### config.mk
export PLATFORM = sky130hd
export DESIGN_NAME = seg7_reader_flat
export DESIGN_NICKNAME = d
export VERILOG_FILES = /design/src/rtl/seg7_pkg.sv /design/src/rtl/seg7_reader_if.sv /design/src/rtl/seg7_pos_capture.sv /design/src/rtl/seg7_reader.sv /design/src/flat_wrapper.sv
export SDC_FILE = /design/constraint.sdc
export NUM_CORES = 1
export LEC_CHECK = 0
export ABC_AREA = 1
export CORE_MARGIN = 2
export CORE_UTILIZATION = 55
export DETAILED_ROUTE_END_ITERATION = 10
export PLACE_DENSITY = 0.76
export SYNTH_ARGS = -nofsm -noshare
export SYNTH_HDL_FRONTEND = slang
export SYNTH_SLANG_ARGS = --single-unit
### constraint.sdc
create_clock -name clk -period 7 [get_ports clk]
set_input_delay 1.05 -clock clk [delete_from_list [all_inputs] [get_ports clk]]
set_output_delay 1.05 -clock clk [all_outputs]
set_load 0.05 [all_outputs]
### src/rtl/seg7_pkg.sv
// Shared constants, capture FSM state type and the inverse seven-segment decoder
// used by the display loopback reader.
package seg7_pkg;

  localparam int unsigned SegA  = 0;
  localparam int unsigned SegB  = 1;
  localparam int unsigned SegC  = 2;
  localparam int unsigned SegD  = 3;
  localparam int unsigned SegE  = 4;
  localparam int unsigned SegF  = 5;
  localparam int unsigned SegG  = 6;
  localparam int unsigned SegDp = 7;

  localparam logic [6:0] BLANK_PATTERN = 7'h7F;

  typedef enum logic [1:0] {StIdle, StTrack, StHold} cap_state_e;

  typedef struct packed {
    logic       valid;
    logic       blank;
    logic [3:0] digit;
  } seg7_dec_t;

  // Patterns are active-low, bit0 = a ... bit6 = g.
  function automatic seg7_dec_t seg7_decode(input logic [6:0] seg);
    seg7_dec_t d;
    d.valid = 1'b1;
    d.blank = 1'b0;
    d.digit = 4'h0;
    case (seg)
      7'h40: d.digit = 4'h0;
      7'h79: d.digit = 4'h1;
      7'h24: d.digit = 4'h2;
      7'h30: d.digit = 4'h3;
      7'h19: d.digit = 4'h4;
      7'h12: d.digit = 4'h5;
      7'h02: d.digit = 4'h6;
      7'h78: d.digit = 4'h7;
      7'h00: d.digit = 4'h8;
      7'h18: d.digit = 4'h9;
      7'h08: d.digit = 4'hA;
      7'h03: d.digit = 4'hB;
      7'h46: d.digit = 4'hC;
      7'h21: d.digit = 4'hD;
      7'h06: d.digit = 4'hE;
      7'h0E: d.digit = 4'hF;
      BLANK_PATTERN: d.blank = 1'b1;
      default: d.valid = 1'b0;
    endcase
    return d;
  endfunction

endpackage

### src/rtl/seg7_reader_if.sv
// Display loopback bus: multiplexed segment/strobe inputs and the recovered frame.
interface seg7_reader_if;
  logic [7:0]  seg_n;
  logic [3:0]  dig_n;
  logic [15:0] digits;
  logic [3:0]  dp;
  logic [3:0]  blank;
  logic        frame_valid;
  logic        pattern_err;
  logic        stale;

  modport master (
    output seg_n, dig_n,
    input  digits, dp, blank, frame_valid, pattern_err, stale
  );

  modport slave (
    input  seg_n, dig_n,
    output digits, dp, blank, frame_valid, pattern_err, stale
  );
endinterface

### src/rtl/seg7_pos_capture.sv
// Synchronises the segment bus and strobes, waits for a stable strobe/pattern and
// emits a one-cycle accept pulse carrying the position and decoded fields.
module seg7_pos_capture import seg7_pkg::*; #(
  parameter int unsigned STABLE_CYCLES = 4
) (
  input  logic       clk,
  input  logic       reset_n,
  input  logic [7:0] seg_n,
  input  logic [3:0] dig_n,
  output logic       accept,
  output logic [1:0] pos,
  output logic [3:0] digit,
  output logic       dp,
  output logic       blank,
  output logic       bad
);

  localparam int unsigned CntW = $clog2(STABLE_CYCLES + 1);
  localparam logic [CntW-1:0] CntMax   = CntW'(STABLE_CYCLES);
  localparam logic [CntW-1:0] CntReach = CntW'(STABLE_CYCLES - 1);

  logic [7:0]      seg_s1_q, seg_s2_q, seg_prev_q;
  logic [3:0]      dig_s1_q, dig_s2_q;
  logic [1:0]      pos_prev_q;
  logic [CntW-1:0] cnt_q, cnt_d;
  cap_state_e      state_q, state_d;
  logic            strobe_ok, same, accept_d;
  logic [1:0]      strobe_pos;
  seg7_dec_t       dec;

  always_comb begin
    strobe_ok  = 1'b0;
    strobe_pos = 2'd0;
    unique case (dig_s2_q)
      4'b1110: begin strobe_ok = 1'b1; strobe_pos = 2'd0; end
      4'b1101: begin strobe_ok = 1'b1; strobe_pos = 2'd1; end
      4'b1011: begin strobe_ok = 1'b1; strobe_pos = 2'd2; end
      4'b0111: begin strobe_ok = 1'b1; strobe_pos = 2'd3; end
      default: ;
    endcase
  end

  assign same = (strobe_pos == pos_prev_q) && (seg_s2_q == seg_prev_q);
  assign dec  = seg7_decode(seg_s2_q[6:0]);

  always_ff @(posedge clk or negedge reset_n) begin
    if (!reset_n) begin
      seg_s1_q   <= 8'hFF;
      seg_s2_q   <= 8'hFF;
      dig_s1_q   <= 4'hF;
      dig_s2_q   <= 4'hF;
      seg_prev_q <= 8'hFF;
      pos_prev_q <= 2'd0;
      cnt_q      <= '0;
      state_q    <= StIdle;
      accept     <= 1'b0;
      pos        <= 2'd0;
      digit      <= 4'h0;
      dp         <= 1'b0;
      blank      <= 1'b0;
      bad        <= 1'b0;
    end else begin
      seg_s1_q   <= seg_n;
      seg_s2_q   <= seg_s1_q;
      dig_s1_q   <= dig_n;
      dig_s2_q   <= dig_s1_q;
      seg_prev_q <= seg_s2_q;
      pos_prev_q <= strobe_pos;
      cnt_q      <= cnt_d;
      state_q    <= state_d;
      accept     <= accept_d;
      if (accept_d) begin
        pos   <= strobe_pos;
        digit <= dec.digit;
        dp    <= ~seg_s2_q[SegDp];
        blank <= dec.blank;
        bad   <= ~dec.valid;
      end
    end
  end

  always_comb begin
    state_d = state_q;
    cnt_d   = cnt_q;
    if (!strobe_ok) begin
      state_d = StIdle;
      cnt_d   = '0;
    end else begin
      unique case (state_q)
        StIdle: begin
          state_d = StTrack;
          cnt_d   = CntW'(1);
        end
        StTrack, StHold: begin
          if (!same) begin
            state_d = StTrack;
            cnt_d   = CntW'(1);
          end else begin
            if (state_q == StTrack && cnt_q == CntReach) state_d = StHold;
            if (cnt_q != CntMax) cnt_d = cnt_q + CntW'(1);
          end
        end
        default: begin
          state_d = StIdle;
          cnt_d   = '0;
        end
      endcase
    end
  end

  always_comb begin
    accept_d = strobe_ok && same && (state_q == StTrack) && (cnt_q == CntReach);
  end

endmodule

### src/rtl/seg7_reader.sv
// Recovers 4-digit frames from a multiplexed active-low seven-segment display bus
// and flags undecodable patterns and a stalled display.
module seg7_reader import seg7_pkg::*; #(
  parameter int unsigned STABLE_CYCLES  = 4,
  parameter int unsigned TIMEOUT_CYCLES = 100000
) (
  input logic          clk,
  input logic          reset_n,
  seg7_reader_if.slave bus
);

  localparam int unsigned TW = $clog2(TIMEOUT_CYCLES + 1);
  localparam logic [TW-1:0] TMax = TW'(TIMEOUT_CYCLES);

  logic [1:0]    rst_sync_q;
  logic          rst_n;
  logic          acc, acc_dp, acc_blank, acc_bad;
  logic [1:0]    acc_pos;
  logic [3:0]    acc_digit;
  logic [15:0]   sh_digit_q, sh_digit_d;
  logic [3:0]    sh_dp_q, sh_dp_d, sh_blank_q, sh_blank_d, sh_bad_q, sh_bad_d;
  logic [3:0]    mask_q, mask_d;
  logic [15:0]   digits_q;
  logic [3:0]    dp_q, blank_q;
  logic          frame_valid_q, pattern_err_q, frame_done;
  logic [TW-1:0] tcnt_q, tcnt_d;

  // Reset asserts asynchronously but releases on a clock edge.
  always_ff @(posedge clk or negedge reset_n) begin
    if (!reset_n) rst_sync_q <= 2'b00;
    else          rst_sync_q <= {rst_sync_q[0], 1'b1};
  end
  assign rst_n = rst_sync_q[1];

  seg7_pos_capture #(
    .STABLE_CYCLES(STABLE_CYCLES)
  ) u_capture (
    .clk    (clk),
    .reset_n(rst_n),
    .seg_n  (bus.seg_n),
    .dig_n  (bus.dig_n),
    .accept (acc),
    .pos    (acc_pos),
    .digit  (acc_digit),
    .dp     (acc_dp),
    .blank  (acc_blank),
    .bad    (acc_bad)
  );

  assign frame_done = (mask_q == 4'hF);

  // An accept landing with frame completion starts the next frame.
  always_comb begin
    sh_digit_d = sh_digit_q;
    sh_dp_d    = sh_dp_q;
    sh_blank_d = sh_blank_q;
    sh_bad_d   = sh_bad_q;
    mask_d     = mask_q;
    if (frame_done) begin
      mask_d   = 4'h0;
      sh_bad_d = 4'h0;
    end
    if (acc) begin
      sh_digit_d[{acc_pos, 2'b00} +: 4] = acc_digit;
      sh_dp_d[acc_pos]    = acc_dp;
      sh_blank_d[acc_pos] = acc_blank;
      sh_bad_d[acc_pos]   = acc_bad;
      mask_d[acc_pos]     = 1'b1;
    end
  end

  always_comb begin
    tcnt_d = tcnt_q;
    if (frame_done)          tcnt_d = '0;
    else if (tcnt_q != TMax) tcnt_d = tcnt_q + TW'(1);
  end

  always_ff @(posedge clk or negedge rst_n) begin
    if (!rst_n) begin
      sh_digit_q    <= 16'h0;
      sh_dp_q       <= 4'h0;
      sh_blank_q    <= 4'h0;
      sh_bad_q      <= 4'h0;
      mask_q        <= 4'h0;
      digits_q      <= 16'h0;
      dp_q          <= 4'h0;
      blank_q       <= 4'hF;
      frame_valid_q <= 1'b0;
      pattern_err_q <= 1'b0;
      tcnt_q        <= '0;
    end else begin
      sh_digit_q    <= sh_digit_d;
      sh_dp_q       <= sh_dp_d;
      sh_blank_q    <= sh_blank_d;
      sh_bad_q      <= sh_bad_d;
      mask_q        <= mask_d;
      tcnt_q        <= tcnt_d;
      frame_valid_q <= frame_done;
      if (frame_done) begin
        digits_q      <= sh_digit_q;
        dp_q          <= sh_dp_q;
        blank_q       <= sh_blank_q;
        pattern_err_q <= |sh_bad_q;
      end
    end
  end

  assign bus.digits      = digits_q;
  assign bus.dp          = dp_q;
  assign bus.blank       = blank_q;
  assign bus.frame_valid = frame_valid_q;
  assign bus.pattern_err = pattern_err_q;
  assign bus.stale       = (tcnt_q == TMax);

endmodule

### src/flat_wrapper.sv
// flat-port wrapper written by rule: the top's interface ports become plain ports
module seg7_reader_flat import seg7_pkg::*;
#(
  parameter int unsigned STABLE_CYCLES  = 4,
  parameter int unsigned TIMEOUT_CYCLES = 100000
)
  (clk, reset_n, bus_seg_n, bus_dig_n, bus_digits, bus_dp, bus_blank, bus_frame_valid, bus_pattern_err, bus_stale);
  seg7_reader_if bus_i ();
  input logic clk;
  input logic reset_n;
  input wire logic [$bits(bus_i.seg_n)-1:0] bus_seg_n;
  input wire logic [$bits(bus_i.dig_n)-1:0] bus_dig_n;
  output wire logic [$bits(bus_i.digits)-1:0] bus_digits;
  output wire logic [$bits(bus_i.dp)-1:0] bus_dp;
  output wire logic [$bits(bus_i.blank)-1:0] bus_blank;
  output wire logic [$bits(bus_i.frame_valid)-1:0] bus_frame_valid;
  output wire logic [$bits(bus_i.pattern_err)-1:0] bus_pattern_err;
  output wire logic [$bits(bus_i.stale)-1:0] bus_stale;
  assign bus_i.seg_n = bus_seg_n;
  assign bus_i.dig_n = bus_dig_n;
  assign bus_digits = bus_i.digits;
  assign bus_dp = bus_i.dp;
  assign bus_blank = bus_i.blank;
  assign bus_frame_valid = bus_i.frame_valid;
  assign bus_pattern_err = bus_i.pattern_err;
  assign bus_stale = bus_i.stale;
  seg7_reader #(.STABLE_CYCLES(STABLE_CYCLES), .TIMEOUT_CYCLES(TIMEOUT_CYCLES)) u_core (.clk(clk), .reset_n(reset_n), .bus(bus_i));
endmodule
Word-level counts from Yosys, hierarchy flattened --
Index checks and enable logic that the tools add are counted.
Word-level totals: word-level logic and storage cells 105, memories kept 0, latch bits 0, RAM bits 0, memory bits (read-only) 0, register bits 126
Operators by class: reductions and logical operators 13, bitwise gates (word level) 3, div/mod/pow operators 0, multiply operators 0, add/sub/neg operators 3, eq/ne operators 31, order comparisons 2, multiplexer cells 25, shift operators 2
Operators by type and width (count):
- one-hot mux 4 bit (15 select lines) | 1
- equality test 7 bit, second input constant | 5
- two-way mux 17 bit | 2
- equality test 7 x 5 -> 1 bit, second input constant | 3
- equality test 7 x 6 -> 1 bit, second input constant | 3
- adder 17 x 1 -> 17 bit, second input constant | 1
- equality test 17 bit, second input constant | 1
- != test 17 bit, second input constant | 1
- OR reduction 17 bit | 1
- bitwise mux 16 bit | 1
- equality test 4 bit, second input constant | 4
- two-way mux 4 bit | 4
- variable shift 4 x 6 -> 16 bit, first input constant | 1
- indexed part select 4 x 6 -> 16 bit | 1
- equality test 7 x 2 -> 1 bit, second input constant | 2
- equality test 7 x 4 -> 1 bit, second input constant | 2
- bitwise mux 4 bit | 3
- two-way mux 3 bit | 3
- equality test 8 bit | 1
- != test 4 bit, second input constant | 2
- OR reduction 4 bit | 2
- equality test 7 x 3 -> 1 bit, second input constant | 1
- logical NOT 7 bit | 1
- logical AND 1 bit | 6
- 21 further kinds | 27

Longest topological paths before layout --
Gate-level depths: netlist (run 1).
depth after elaboration 7, depth in mapped cells 12, mapped depth without buffers 12

Modules after synthesis --
Synthesis (run 1) repeated with hierarchy kept, for this count alone.
Unflattened totals: cells, all modules 711, area, all modules 5855.6 µm²
Modules (own cells, without submodules):
- seg7_reader | area each 3509.6 µm², instances 1, cells an instance 428
- seg7_pos_capture | area each 2346.0 µm², instances 1, cells an instance 283

Worst setup path after synthesis (run 1) --
Ideal clock, no wire load.
kind register -> output, start reg u_core.tcnt_q[0], end out bus_stale, data required time 5950 ps, cell stages (with the launch flop) 7, buffers on the path 0, slack 4712 ps, arrival time 1238 ps, path through dfrtp_1 > inv_1 > ha_1 > nand4_1 > inv_1 > nand3_1 > inv_1
Between the ends: cells in the longest elaborated chain, start to end 1
Ends and longest elaborated chain:
- from (decl) | RTL line seg7_reader.sv:26 | logic [TW-1:0] tcnt_q, tcnt_d;
- from (signal assigned) | RTL line seg7_reader.sv:97 | tcnt_q <= tcnt_d;
- equality test 17 bit | RTL line seg7_reader.sv:113 | assign bus.stale = (tcnt_q == TMax);
- to (decl) | RTL line flat_wrapper.sv:18 | output wire logic [$bits(bus_i.stale)-1:0] bus_stale;
Every way passes these cells.

Worst setup path after layout (run 1) --
Same ends and word-level chain as after synthesis.

==> run metrics, run 1 <==
status=complete, no violations; Power Internal=0.001322 W; IO Port Bufs=40; H-tree levels=4; Die Height=about 100 µm; syn_nets=638; First-pass DRT Iterations=5; Net Switching=0.0003422 W; fill count=749; nets=689; Switching Share=0.2056; Clk pwr share=0.511; hold_buf cts=0; Iter 0 DRT Violations=236; post-synthesis sequential area ratio=0.5796; post-cts gate resize count=0; Synth warnings=0; routed vias/inst=about 5; DR vias=around 4000; clk root buf=clkbuf_8; Post-DP HPWL=between 6000 and 7000 µm; post-CTS setup buffer count=0; first-pass GRT wire length=17440 µm; Post-synth EDFFs=0; Slew Limit Fails=0; Initial Utilization=0.5645; largest area contributor in the netlist=dfrtp_1; critical path fanouts, max=4; standard-cell rows=36; TritonCTS clock tree=yes; Worst-path clk slew=around 0.06 ns; Routed WL=9900 µm; vias in the first global route=4061; Mapped Area=5518 µm²; core area=slightly below 10000 µm²; P&R area growth vs syn=20.50%; max frequency=287.3 MHz; Max stage delay on crit path=0.80 ns; worst path cell trace=inv_1, ha_1, nand4_1, inv_1, nand3_1, inv_1, clkdlybuf4s50_1; final antenna-violating net count=0; CTS Sinks=126; RSZ-0062 raised after global routing=false; Logic pwr share=0.031; crit share post-route=0.4972; Final Hold Viols=0; CP top delay family=buffers and inverters; Skew-Pair Late Insertion Delay=0.53 ns; Buf/Inv on CP=4; Worst EP arrival=about 2.4 ns; type of origin of the critical path=register; Final Power=0.001665 W; Distinct cells, synth=38; share of cells above drive strength 1=0.1461; Fin Hold WS=between 0.2 and 0.3 ns; Slew @ Worst Pin=1.006 ns; die area=10850 µm²; Post-synth top cells=nand2_1, dfrtp_1, inv_1; initial antenna violation count=0; Max VDD drop=0.0002202 V; RePlAce Congestion=around 0.87; Synth top area share=0.4082; Setup crit end kind=output port; TNS Setup=0 ns; final setup fails=0; CTS max path bufs=2; die width=104.2 µm; DR WL/cell=12.31 µm; final period demand of the worst path=between 3 and 4 ns; Top cell by count, worst path=inv_1; Hold Path Class=register to asynchronous set/reset pin; Max Clock Skew=0.008289 ns; grt ovf=0; cells after synthesis=approximately 610; Max-Slew Margin vs Limit=0.3291; most common cell in the netlist=nand2_1; number of synthesized register bits=between 100 and 150; CTS Buf Count=17; final instance area=6649 µm²; largest net degree at the start of global routing=86; Avg Cell Area, Syn=9.090 µm²; power per cell area=250.4 nW/µm²; DRC viols=0; Reg power frac=0.458; largest cells by area after synthesis=dfrtp_1, dfstp_2, nand2_1; Synth Flop Type=dfrtp_1; Req. time, crit path=5.95 ns; WS Path Type=register to output port; Antenna Cells=0; post-synthesis async set-or-reset flop share=1.000; Lkg Pwr=3.231 nW; Tot GR Track Use=0.2034; DP Area=6051 µm²; MaxCap Viol Count=0; Ports=41; post-layout util=0.6802; CP max-delay cell=clkdlybuf4s50_1
==> cell type report <==
cell class,count,area (µm²),area share
multi-input cells,375,1911,0.2874
flip-flops and latches,126,3202,0.4816
repair buffers,41,407.9,0.06135
well taps,133,166.4,0.02503
inverters,97,364.1,0.05476
clock inverters,3,15.01,0.002258
clock buffers,29,583.1,0.08769
==> layout by cell type (no fill, tap or decap), types with 2 or more instances in the layout <==
| cell | instances |
|---|---|
| nand4_1 | 14 |
| clkbuf_8 | 7 |
| clkbuf_1 | 3 |
| nor2_4 | 2 |
| ha_1 | 17 |
| nor4_1 | 3 |
| a21oi_2 | 2 |
| nand3_2 | 2 |
| nor3_1 | 5 |
| clkdlybuf4s50_1 | 40 |
| nand3_1 | 34 |
| o21ai_0 | 40 |
| a21oi_1 | 13 |
| nor2_2 | 2 |
| dfrtp_1 | 89 |
| clkinv_2 | 3 |
| nor2_1 | 39 |
| o21ai_2 | 4 |
| nand2_2 | 3 |
| o22ai_1 | 11 |
| o21ai_1 | 10 |
| dfstp_2 | 36 |
| and2_1 | 2 |
| inv_2 | 11 |
| clkbuf_16 | 19 |
| nand2_1 | 160 |
| inv_1 | 85 |
==> worst register-to-register path, cell delays in order, from the launching register on <==
cell and delay (ns):
dfrtp_1 0.33, inv_1 0.07, nor4_4 0.79, inv_2 0.61, o21ai_0 0.32, a22oi_1 0.12
==> metal layers <==
| metal | up-vias | part of all wire | track usage |
|---|---|---|---|
| met4 | 0 | 0.014 | 0.09363 |
| met5 | - | 0 | 0 |
| met1 | 1917 | 0.44 | 0.2385 |
| met2 | 74 | 0.51 | 0.3383 |
| li1 | 2032 | - | - |
| met3 | 12 | 0.039 | 0.06955 |
==> flip-flops by register name, indices dropped and copies added, names as in the netlist, 3 cells and up <==
signal,flops
u_core.tcnt_q,17
u_core.bus.digits,16
u_core.sh_digit_q,16
u_core.u_capture.seg_prev_q,8
u_core.u_capture.seg_s1_q,8
u_core.u_capture.seg_s2_q,8
u_core.bus.blank,4
u_core.bus.dp,4
u_core.mask_q,4
u_core.sh_bad_q,4
u_core.sh_blank_q,4
u_core.sh_dp_q,4
u_core.u_capture.dig_s1_q,4
u_core.u_capture.dig_s2_q,4
u_core.u_capture.digit,4
u_core.u_capture.cnt_q,3
==> cell families after synthesis <==
family / count (synthesis) / synth area share
xor+xnor: 1 / 0.001588
compound gates: 84 / 0.08481
flops: 126 / 0.5796
fa+ha+maj: 17 / 0.03855
simple gates: 272 / 0.2206
other cells: 1 / 0.0006796
buf+inv: 106 / 0.07415
==> path summary, 6_finish.rpt <==
kind / cells past startpoint / slack [ns] / from / endpoint
worst max-delay path: 7 / 3.52 / u_core.tcnt_q[0] / bus_stale
worst min-delay path: 0 / 0.30 / u_core.rst_sync_q[1] / u_core.u_capture.state_q[1]
worst max register to register: 5 / 4.62 / u_core.mask_q[1] / u_core.tcnt_q[11]
worst min register to register: 0 / 0.30 / u_core.rst_sync_q[1] / u_core.u_capture.state_q[1]
max in group asynchronous: 1 / 5.34 / u_core.rst_sync_q[1] / u_core.bus.digits[11]
min in group clk: 0 / 0.35 / u_core.rst_sync_q[0] / u_core.rst_sync_q[1]
==> power groups by stage <==
stage / registers [W] / logic (W) / clock network, W
CTS: 0.000763 / 0.0000528 / 0.000866
finish: 0.000763 / 0.0000518 / 0.000850
detailed placement: 0.000775 / 0.0000524 / 0
floorplan: 0.000778 / 0.0000293 / 0
global route: 0.000765 / 0.0000605 / 0.000904
global placement: 0.000774 / 0.0000508 / 0
==> metrics by stage <==
stage / instances / worst slack [ns]
after floorplan: 607 / 3.293
after global placement: 772 / 4.135
after detailed placement: 772 / 4.070
after CTS: 804 / 3.503
after global routing: 804 / 3.378
final: 804 / 3.519
Power figures use the tool's default switching activity.
==> run 2: changes to the inputs <==
Settings changed: CORE_UTILIZATION 55 to 53.
Clock period 7 ns to 2.99 ns, I/O delays scaled along.
==> run metrics, run 2 (synthesis results as in run 1) <==
grt ovf=0 (unchanged); largest net degree at the start of global routing=65 (was 86); CTS Sinks=126 (unchanged); standard-cell rows=37 (was 36); final worst slack=0.4594 ns (was 3.519 ns); DR WL/cell=13.03 µm (was 12.31 µm); Hold Path Class=input pin to asynchronous set/reset pin (was register to asynchronous set/reset pin); Max VDD drop=0.0004271 V (was 0.0002202 V); status=complete, no violations (unchanged); nets=690 (was 689); final period demand of the worst path=approximately 2.5 ns; Tot GR Track Use=0.2138 (was 0.2034); Ports=41 (unchanged); Post-DP HPWL=7047 µm (was 6767 µm); fill count=832 (was 749); Slew Limit Fails=0 (unchanged); die area=11240 µm² (was 10850 µm²); Antenna Cells=0 (unchanged); Max-Slew Margin vs Limit=0.4066 (was 0.3291); max FFs per register=17 (unchanged); Setup crit end kind=output port (unchanged); routed vias/inst=5.026 (was 5.019); Skew-Pair Late Insertion Delay=0.53 ns (about the same); post-route non-filler standard cell count=808 (was 804); Lkg Pwr=3.270 nW (was 3.231 nW); vias in the first global route=4157 (was 4061); first-pass GRT wire length=18610 µm (was 17440 µm); initial antenna violation count=0 (unchanged); Max stage delay on crit path=0.43 ns (was 0.80 ns); commonest non-fill, non-tap cell in the layout=nand2_1 (unchanged); clk root buf=clkbuf_8 (unchanged); DR vias=4061 (was 4035); critical path fanouts, max=4 (unchanged); core area=10230 µm² (was 9774 µm²); Slew @ Worst Pin=0.8887 ns (was 1.006 ns); CTS max path bufs=2 (unchanged); Die Height=106.0 µm (was 104.2 µm); most frequent cells in the layout=nand2_1, dfrtp_1, inv_1 (unchanged); Initial Utilization=0.5393 (was 0.5645); DRC viols=0 (unchanged); Max Clock Skew=0.007731 ns (was 0.008289 ns); share of cells above drive strength 1=0.1503 (was 0.1461); placed insts=776 (was 772); max frequency=between 300 and 400 MHz; pre-CTS WS=0.6363 ns (was 4.070 ns); TNS Setup=0 ns (unchanged); Routed WL=10530 µm (was 9900 µm); H-tree levels=4 (unchanged); CP max-delay cell=dlymetal6s2s_1 (was clkdlybuf4s50_1); Top cell by count, worst path=inv_1 (unchanged); Iter 0 DRT Violations=210 (was 236); R2R cell count=9 (was 5); Worst-path clk slew=0.06 ns (about the same); WS Path Type=register to output port (unchanged); TritonCTS clock tree=yes (unchanged); worst path cell trace=inv_1, ha_1, nand4_1, inv_1, nand3_1, inv_1, dlymetal6s2s_1 (was inv_1, ha_1, nand4_1, inv_1, nand3_1, inv_1, clkdlybuf4s50_1); RePlAce Congestion=0.8522 (was 0.8701); die width=106.0 µm (was 104.2 µm); P&R area growth vs syn=21.66% (was 20.50%); FF+latch area=3202 µm² (unchanged); Final Hold Viols=0 (unchanged); MaxCap Viol Count=0 (unchanged); post-CTS setup buffer count=0 (unchanged); type of origin of the critical path=register (unchanged); Biggest register=u_core.tcnt_q (unchanged); IO Port Bufs=40 (unchanged); hold_buf cts=0 (unchanged); Req. time, crit path=2.54 ns (was 5.95 ns); post-cts gate resize count=0 (unchanged); final setup fails=0 (unchanged); Worst EP arrival=2.08 ns (was 2.43 ns); First-pass DRT Iterations=4 (was 5); final antenna-violating net count=0 (unchanged); multi-input logic area=1911 µm² (unchanged); RSZ-0062 raised after global routing=false (unchanged); CTS Buf Count=17 (unchanged); power per cell area=611.7 nW/µm² (was 250.4 nW/µm²); crit share post-route=0.8464
==> run 2: worst paths after layout <==
check / from / endpoint / slack [ns]
max: u_core.tcnt_q[1] / bus_stale / 0.46
max reg2reg: u_core.u_capture.seg_s2_q[6] / u_core.u_capture.blank / 1.11
min in group clk: bus_seg_n[2] / u_core.u_capture.seg_s1_q[2] / 0.32
max in group asynchronous: u_core.rst_sync_q[1] / u_core.u_capture.dig_s1_q[2] / 1.72
min: reset_n / u_core.rst_sync_q[1] / 0.07
min reg2reg: u_core.rst_sync_q[0] / u_core.rst_sync_q[1] / 0.35
==> run 2: cell type report <==
class                           instances  area share
Clock inverter                         12     0.02833
Inverter                               97     0.05424
Tap cell                              136     0.02535
Sequential cell                       126      0.4770
Clock buffer                           20     0.06636
Multi-Input combinational cell        375      0.2846
Timing Repair Buffer                   42     0.06412
==> run 2: critical path: cells and delay by family (launching register included) <==
family | cells | cell delay (ns)
flip-flops | 1 | 0.39
adder cells (fa/ha/maj) | 1 | 0.18
buffers and inverters | 4 | 0.76
AND/OR/NAND/NOR | 2 | 0.22
==> run 2: where the power goes <==
group	switching (W)	internal, W	leakage, nW
clock	0.000722	0.00147	0.310
combinational	0.0000739	0.0000454	1.34
sequential	0.0000376	0.00175	1.62
total	0.000834	0.00327	3.27
==> run 2: per-stage QoR <==
step | utilization | instance area, µm² | power, W | hold slack (ns)
after detailed placement | 0.5937 | 6075 | 0.001941 | 0.3420
after global placement | 0.5937 | 6075 | 0.001935 | 0.3379
final | 0.6561 | 6713 | 0.004106 | 0.07170
after global routing | 0.6561 | 6713 | 0.004247 | 0.06024
after floorplan | - | 5519 | 0.001890 | 0.1529
after CTS | 0.6559 | 6710 | 0.004142 | 0.05361
==> run 2: per-layer routing <==
metal | wire, µm | GRT usage
met2 | 5365 | 0.3631
met1 | 4558 | 0.2518
met5 | 0 | 0
met3 | 387 | 0.05641
met4 | 219 | 0.1062
